[src/rtl/mem_port_arbiter.sv]
// mem_port_arbiter: serialises IF / LS / LD requests onto one shared
// single-port memory. It keeps one transaction in flight, uses fixed read
// latency and a req/gnt/done handshake. IF has an anti-starvation override
// against LS.
module mem_port_arbiter #(
    parameter int AW         = 16,
    parameter int MEM_LAT    = 1,
    parameter int MAX_STREAK = 4
) (
    input  logic          clk,
    input  logic          rst,
    input  logic          if_req,
    input  logic [AW-1:0] if_addr,
    output logic          if_gnt,
    output logic          if_done,
    input  logic          ls_req,
    input  logic          ls_we,
    input  logic [AW-1:0] ls_addr,
    input  logic [31:0]   ls_wdata,
    input  logic [3:0]    ls_be,
    output logic          ls_gnt,
    output logic          ls_done,
    input  logic          ld_req,
    input  logic          ld_we,
    input  logic [AW-1:0] ld_addr,
    input  logic [31:0]   ld_wdata,
    input  logic [3:0]    ld_be,
    output logic          ld_gnt,
    output logic          ld_done,
    output logic [31:0]   rsp_rdata,
    output logic          mem_en,
    output logic          mem_we,
    output logic [AW-1:0] mem_addr,
    output logic [31:0]   mem_wdata,
    output logic [3:0]    mem_be,
    input  logic [31:0]   mem_rdata,
    output logic          busy
);

    typedef enum logic [1:0] {S_IDLE, S_ACCESS, S_WAIT, S_RESP} state_t;
    typedef enum logic [1:0] {ID_NONE, ID_IF, ID_LS, ID_LD} req_id_t;

    // WAIT lasts MEM_LAT-1 cycles; the counter is loaded with one less.
    localparam logic [2:0] WAIT_LOAD  = (MEM_LAT > 1) ? 3'(MEM_LAT - 2) : 3'd0;
    localparam logic [3:0] STREAK_LIM = 4'(MAX_STREAK);

    state_t        state_q, state_d;
    logic [2:0]    wcnt_q, wcnt_d;
    req_id_t       id_q;
    logic [AW-1:0] addr_q;
    logic [31:0]   wdata_q;
    logic          we_q;
    logic [3:0]    be_q;
    logic [3:0]    streak_q;
    logic [31:0]   rdata_q;

    logic any_req, starved, win_ls, win_if, arb_en;

    // Arbitration: LD first, then LS, then IF; a long LS streak lets IF past LS.
    assign any_req = if_req | ls_req | ld_req;
    assign starved = if_req && (streak_q >= STREAK_LIM);
    assign win_ls  = !ld_req && ls_req && !starved;
    assign win_if  = !ld_req && if_req && (!ls_req || starved);
    assign arb_en  = any_req && ((state_q == S_IDLE) || (state_q == S_RESP));

    // State and wait-counter registers.
    always_ff @(posedge clk) begin
        if (rst) begin
            state_q <= S_IDLE;
            wcnt_q  <= 3'd0;
        end else begin
            state_q <= state_d;
            wcnt_q  <= wcnt_d;
        end
    end

    // Next-state logic; IDLE and RESP both re-arbitrate straight into ACCESS.
    always_comb begin
        state_d = state_q;
        wcnt_d  = wcnt_q;
        case (state_q)
            S_IDLE: begin
                if (any_req) state_d = S_ACCESS;
            end
            S_ACCESS: begin
                if (MEM_LAT > 1) begin
                    state_d = S_WAIT;
                    wcnt_d  = WAIT_LOAD;
                end else begin
                    state_d = S_RESP;
                end
            end
            S_WAIT: begin
                if (wcnt_q == 3'd0) state_d = S_RESP;
                else                wcnt_d  = wcnt_q - 3'd1;
            end
            S_RESP: begin
                state_d = any_req ? S_ACCESS : S_IDLE;
            end
            default: state_d = S_IDLE;
        endcase
    end

    // Latch the winning request at each arbitration; IF is always a full-word read.
    always_ff @(posedge clk) begin
        if (rst) begin
            id_q    <= ID_NONE;
            addr_q  <= '0;
            wdata_q <= 32'h0;
            we_q    <= 1'b0;
            be_q    <= 4'h0;
        end else if (arb_en) begin
            if (ld_req) begin
                id_q    <= ID_LD;
                addr_q  <= ld_addr;
                wdata_q <= ld_wdata;
                we_q    <= ld_we;
                be_q    <= ld_be;
            end else if (win_ls) begin
                id_q    <= ID_LS;
                addr_q  <= ls_addr;
                wdata_q <= ls_wdata;
                we_q    <= ls_we;
                be_q    <= ls_be;
            end else begin
                id_q    <= ID_IF;
                addr_q  <= if_addr;
                we_q    <= 1'b0;
                be_q    <= 4'hF;
            end
        end
    end

    // Starvation counter: counts LS grants that passed over a waiting IF, saturating.
    always_ff @(posedge clk) begin
        if (rst) begin
            streak_q <= 4'd0;
        end else if (arb_en) begin
            if (!if_req || win_if)                 streak_q <= 4'd0;
            else if (win_ls && streak_q != 4'hF)   streak_q <= streak_q + 4'd1;
        end
    end

    // Capture read data in the RESP cycle, MEM_LAT cycles after ACCESS.
    always_ff @(posedge clk) begin
        if (rst)                              rdata_q <= 32'h0;
        else if (state_q == S_RESP && !we_q)  rdata_q <= mem_rdata;
    end

    // Output decode: memory strobes only in ACCESS, handshakes by latched id.
    always_comb begin
        mem_en    = (state_q == S_ACCESS);
        mem_we    = mem_en && we_q;
        mem_be    = mem_en ? be_q : 4'h0;
        mem_addr  = addr_q;
        mem_wdata = wdata_q;
        if_gnt    = mem_en && (id_q == ID_IF);
        ls_gnt    = mem_en && (id_q == ID_LS);
        ld_gnt    = mem_en && (id_q == ID_LD);
        if_done   = (state_q == S_RESP) && (id_q == ID_IF);
        ls_done   = (state_q == S_RESP) && (id_q == ID_LS);
        ld_done   = (state_q == S_RESP) && (id_q == ID_LD);
        rsp_rdata = rdata_q;
        if (state_q == S_RESP) rsp_rdata = we_q ? 32'h0 : mem_rdata;
        busy      = (state_q != S_IDLE);
    end

endmodule

[config.mk]
export PLATFORM = sky130hd
export DESIGN_NAME = mem_port_arbiter
export DESIGN_NICKNAME = d
export VERILOG_FILES = /design/src/rtl/mem_port_arbiter.sv
export SDC_FILE = /design/constraint.sdc
export NUM_CORES = 1
export LEC_CHECK = 0
export CORE_ASPECT_RATIO = 1.5
export CORE_UTILIZATION = 42
export DETAILED_ROUTE_END_ITERATION = 10
export PLACE_DENSITY = 0.87
export SLEW_MARGIN = 40
export SYNTH_ARGS = -nofsm -noshare
export SYNTH_HDL_FRONTEND = slang
export SYNTH_SLANG_ARGS = --single-unit
export TNS_END_PERCENT = 100
[constraint.sdc]
create_clock -name clk -period 2.8 [get_ports clk]
set_input_delay 0.28 -clock clk [delete_from_list [all_inputs] [get_ports clk]]
set_output_delay 0.28 -clock clk [all_outputs]
set_load 0.01 [all_outputs]
## Yosys cells after proc, flatten, opt, wreduce, memory -nomap -nowiden

Index checks and enable logic that the tools add are counted.

- Bits in registers: 96
- Memory bits (read-only): 0
- Output and inout port bits: 93
- Bits in latches: 0
- RAM bits: 0
- Memories kept: 0

- Bitwise logic cells: 3
- $mul: 0
- Reductions and logical operators: 32
- Magnitude comparators: 1
- Mux-type cells: 19
- Shift operators: 0
- Equality and inequality tests: 9
- Add/sub/neg operators: 2
- Divide/modulo/power cells: 0

Operators by type and width:

| cell | number |
|---|---|
| $mux W32 | 4 |
| $mux W16 | 2 |
| $mux W4 | 5 |
| $logic_and A1 B1 Y1 | 15 |
| $eq A2 B2 Y1 const B | 4 |
| $mux W2 | 4 |
| $pmux W2 S4 | 1 |
| $reduce_and A2 Y1 | 4 |
| $reduce_bool A2 Y1 | 3 |
| $logic_not A1 Y1 | 5 |
| $add A4 B1 Y4 const B | 1 |
| $eq A2 B1 Y1 const B | 2 |
| $ge A4 B3 Y1 const B | 1 |
| $ne A2 B2 Y1 const B | 2 |
| $ne A4 B4 Y1 const B | 1 |
| $logic_not A3 Y1 | 1 |
| $logic_or A1 B1 Y1 | 3 |
| $mux W1 | 3 |
| $sub A3 B1 Y3 const B | 1 |
| $logic_not A2 Y1 | 1 |
| $or A1 B1 Y1 | 2 |
| $not A1 Y1 | 1 |

## Logic depth before layout (Yosys ltp)

- Depth after elaboration: 7
- Depth in mapped cells: 9

## Worst setup path before layout

OpenSTA, ideal clock, no wires.

- Kind: reg-to-reg
- Start point: reg state_q[0]
- End point: reg addr_q[10], in the netlist mem_addr[10]
- Slack: 1024 ps
- Buffers on the path: 3
- Stages on the path, launching flop included: 10
- Arrival time: 1636 ps
- Clock period less this slack: 1776 ps
- Cell sequence: dfxtp_1 > inv_1 > ha_1 > buf_2 > inv_1 > buf_2 > nand2_8 > buf_12 > a221oi_2 > a211oi_2

- Longest elaborated chain between the ends: 3
- Elaborated cells on any way between the ends: 4
- Classes of those cells: eq/ne (1); reduce/logical (3)

RTL lines:

| element | line | RTL |
|---|---|---|
| start: declaration | 47 | `state_t state_q, state_d;` |
| start signal: assignment | 72 | `state_q <= state_d;` |
| $eq A2 B2 Y1 / $logic_not A2 Y1 (equally long branches) | 64 | `assign arb_en = any_req && ((state_q == S_IDLE) \|\| (state_q == S_RESP));` |
| $logic_or A1 B1 Y1 (*) | 64 |  |
| $logic_and A1 B1 Y1 (*) | 64 |  |
| end signal: assignment | 115 | `addr_q <= ld_addr;` |
| end signal: assignment | 121 | `addr_q <= ls_addr;` |
| end signal: assignment | 127 | `addr_q <= if_addr;` |
| end: declaration | 50 | `logic [AW-1:0] addr_q;` |

Every way passes the cells marked *; elsewhere a longest branch is shown, timed or not.
A chain may end at the register's enable or synchronous reset.

## Worst setup path after layout

- Start point: reg state_q[1]
- End point: out rsp_rdata[28]

- Longest elaborated chain between the ends: 2

RTL lines:

| element | line | RTL |
|---|---|---|
| $eq A2 B2 Y1 | 164 | `if (state_q == S_RESP) rsp_rdata = we_q ? 32'h0 : mem_rdata;` |
| $mux W32 | 164 |  |
| end: declaration | 30 | `output logic [31:0] rsp_rdata,` |

Every way passes these cells.

==> results.yml <==
cells_and_area:
  final_cells: 933
  drive_above_1_share_pct: 6.72
  synthToLayoutAreaGrowth_pct: 62.1
  antenna_cells: 0
  finalNetCount: 951
clock_tree:
  clk_latency_ns: 0.34
  clkTransAtPathRegs_ns: 0.06
  clk_path_buf_depth: 2
  cts_num_sinks: 96
  cts_tree: "built"
  hold_buffers: 0
  cts.htree.levels: 3
  numCtsBuffers: 9
  post_cts_buffers: 0
  cts_resized: 0
  root_buffer: "clkbuf_16"
logic_synthesis:
  yosys_warnings: 0
  syn_area_per_cell_um2: 8.09
  synth_nets: 725
  synthesis.area_mm2: 0.00451
  synth_seq_cells: 96
  ys_seq_area_share_pct: 42.6
  syn_inst: 558
  ys_types: 41
global_route:
  grt_pass1_vias: 4901
  grt_antenna_before_repair: 0
  grt_max_degree: 70
  grt_pass1_wl_um: 22900
  grt_overflow: 0
  track_usage_pct: 26.2
placed_design:
  place_inst: 917
  place_hpwl_um: 11300
  gp_congestion: 0.802
  place_ws_ns: 0.553
  io_buffer_count: 251
floorplan:
  start_util_pct: 42.9
  die-area_mm2: 0.0112
  row_count: 46
  die_x_um: 86.7
  core-area_mm2: 0.0105
  io-pin-count: 252
  die_y_um: 129
outcome:
  status: "finished clean"
worst_hold_path:
  hp-class: "reg -> reg"
  holdPathStages: 2
  hold_start: "rdata_q[22]$_SDFFE_PP0P_"
  min_to: "rdata_q[22]$_SDFFE_PP0P_"
worst_setup_path:
  criticalPathCategory: "reg -> out"
  reg2reg_depth: 7
  start_kind: "register"
  critical_path_arrival_ns: 2.17
  cp_data_required_time_ns: 2.52
  critPathCaptureType: "output pin"
  timing.rr.end: "mem_addr[0]$_SDFFE_PP0P_"
  critPathLaunch: "state_q[1]$_SDFFE_PP0P_"
  reg2reg_from: "state_q[0]$_SDFFE_PP0P_"
  cp_max_fo: 32
  rrSetupSlack_ns: 0.61
route:
  vias: 4900
  antenna_left: 0
  wirelength_um: 14600
  dr.pass1.iters: 4
  wl_per_cell_um: 15.7
  drcViolationCount: 0
  vias_per_cell: 5.25
  drt_iter0_markers: 183
timing:
  finalSetupViolCount: 0
  hold_violations: 0
  fin_crit_sh_pct: 87.4
  timing.slew.headroom_pct: 51.9
  rsz0062_at_grt: "no"
  clock_skew_ns: 0.0115
  worst_slack_ns: 0.353
  drv_slew: 0
  fin_setup_tns_ns: 0
  min_period_ns: 2.45
  fmax_mhz: 409
  worst_pin_slew_ns: 0.722
job:
  drv_cap: 0
pwr:
  power_leakage_nw: 2.61
  p_per_area_mw_per_mm2: 929
  vdd_ir_drop_max_mv: 0.664
  p_total_mw: 6.80
[flip-flops by register name (all words and copies together) (netlist names), 2 cells and up]
signal / count
id_q: 2
state_q: 2
wcnt_q: 3
be_q: 4
mem_addr: 16
streak_q: 4
rdata_q: 32
mem_wdata: 32
[placed cells by master (no fill, tap or decap), types with 2 or more instances in the layout]
master	netlist	final
clkinvlp_4	0	4
buf_4	2	10
a211oi_2	8	8
clkdlybuf4s50_1	0	250
nand4_1	2	2
nand2_1	88	88
and3_1	2	2
a221oi_1	9	9
a211oi_1	45	45
and2_1	5	5
nor3_1	6	6
o22ai_1	33	33
clkbuf_16	0	9
a21oi_1	38	38
inv_1	40	40
ha_1	8	8
nor2_1	70	70
nor4_1	3	3
o21ai_0	32	32
dfxtp_1	96	96
a221oi_2	8	8
nand2b_1	3	3
[Yosys cell counts (all sizes together)]
master  number  area share, %
and2         5           0.69
o21ai       33            3.7
nor2b        2           0.28
buf         18            3.4
a32o         1           0.22
nand2b       3           0.42
dfxtp       96             43
a21oi       39            4.6
and3b        1           0.19
clkbuf      27            2.5
o22ai       33            4.6
xnor2        1           0.19
nor3         6           0.67
inv         41            3.4
nor2        71            6.0
mux2i        1           0.22
nor4         4           0.69
a21boi       1           0.17
nand4        2           0.28
a211oi      53            9.7
ha           8            2.2
o221a        1           0.25
a221oi      17            4.4
nand3        1           0.22
and3         3           0.53
or3          1           0.25
nand2       89            7.8
[logic make-up after synthesis]
family / after synthesis / share of synthesized area (%)
adders and majority gates: 8 / 2.22
and+or+nand+nor: 188 / 17.9
AOI/OAI and AO/OA: 178 / 27.6
xor gates and xnor gates: 1 / 0.194
DFF: 96 / 42.6
buffers and inverters: 86 / 9.23
muxes: 1 / 0.222
[final cells by class]
| type | instances | area, um^2 |
|---|---|---|
| fillers | 811 | 3210 |
| repair buffers | 260 | 2580 |
| multi-input cells | 376 | 2180 |
| flip-flops and latches | 96 | 1920 |
| clock buffers | 10 | 239 |
| well taps | 144 | 180 |
| inverters | 41 | 154 |
| clock inverters | 6 | 68.8 |
[power by group]
group,internal [mW],switching [mW]
registers,1.84,0.286
logic,1.66,1.77
clock network,0.718,0.520
total,4.22,2.58
[metal layers]
| layer | GRT usage (%) | vias up | share of wire (%) |
|---|---|---|---|
| met4 | 11.1 | 0 | 2.5 |
| met3 | 7.70 | 25 | 8.4 |
| met2 | 48.8 | 243 | 52 |
| met1 | 26.8 | 2241 | 37 |
| li1 | - | 2391 | - |
| met5 | 0 | - | 0 |
[stage by stage]
stage / cell area (um^2) / hold slack [ns] / utilization (%)
after floorplan: 4510 / 0.421 / -
after global placement: 7010 / 0.442 / 66.6
after detailed placement: 7010 / 0.448 / 66.6
after CTS: 7320 / 0.457 / 69.5
after global routing: 7320 / 0.475 / 69.5
final: 7320 / 0.456 / 69.5
[worst max-delay path by stage]
stage	to	depth (start not counted)
2_1_floorplan	mem_addr[10]$_SDFFE_PP0P_	9
3_3_place_gp	mem_wdata[0]$_SDFFE_PP0P_	5
3_5_place_dp	mem_wdata[25]$_SDFFE_PP0P_	5
4_1_cts	rsp_rdata[28]	6
5_1_grt	rsp_rdata[28]	6
6_report	rsp_rdata[28]	6
[critical path: stages (launching register included)]
cell and delay, ns:
dfxtp_1 0.39, ha_1 0.19, nor2b_2 0.13, buf_4 0.31, nand2_1 0.13, o21ai_0 0.11, clkdlybuf4s50_1 0.57
(Power assumes the default switching activity.)
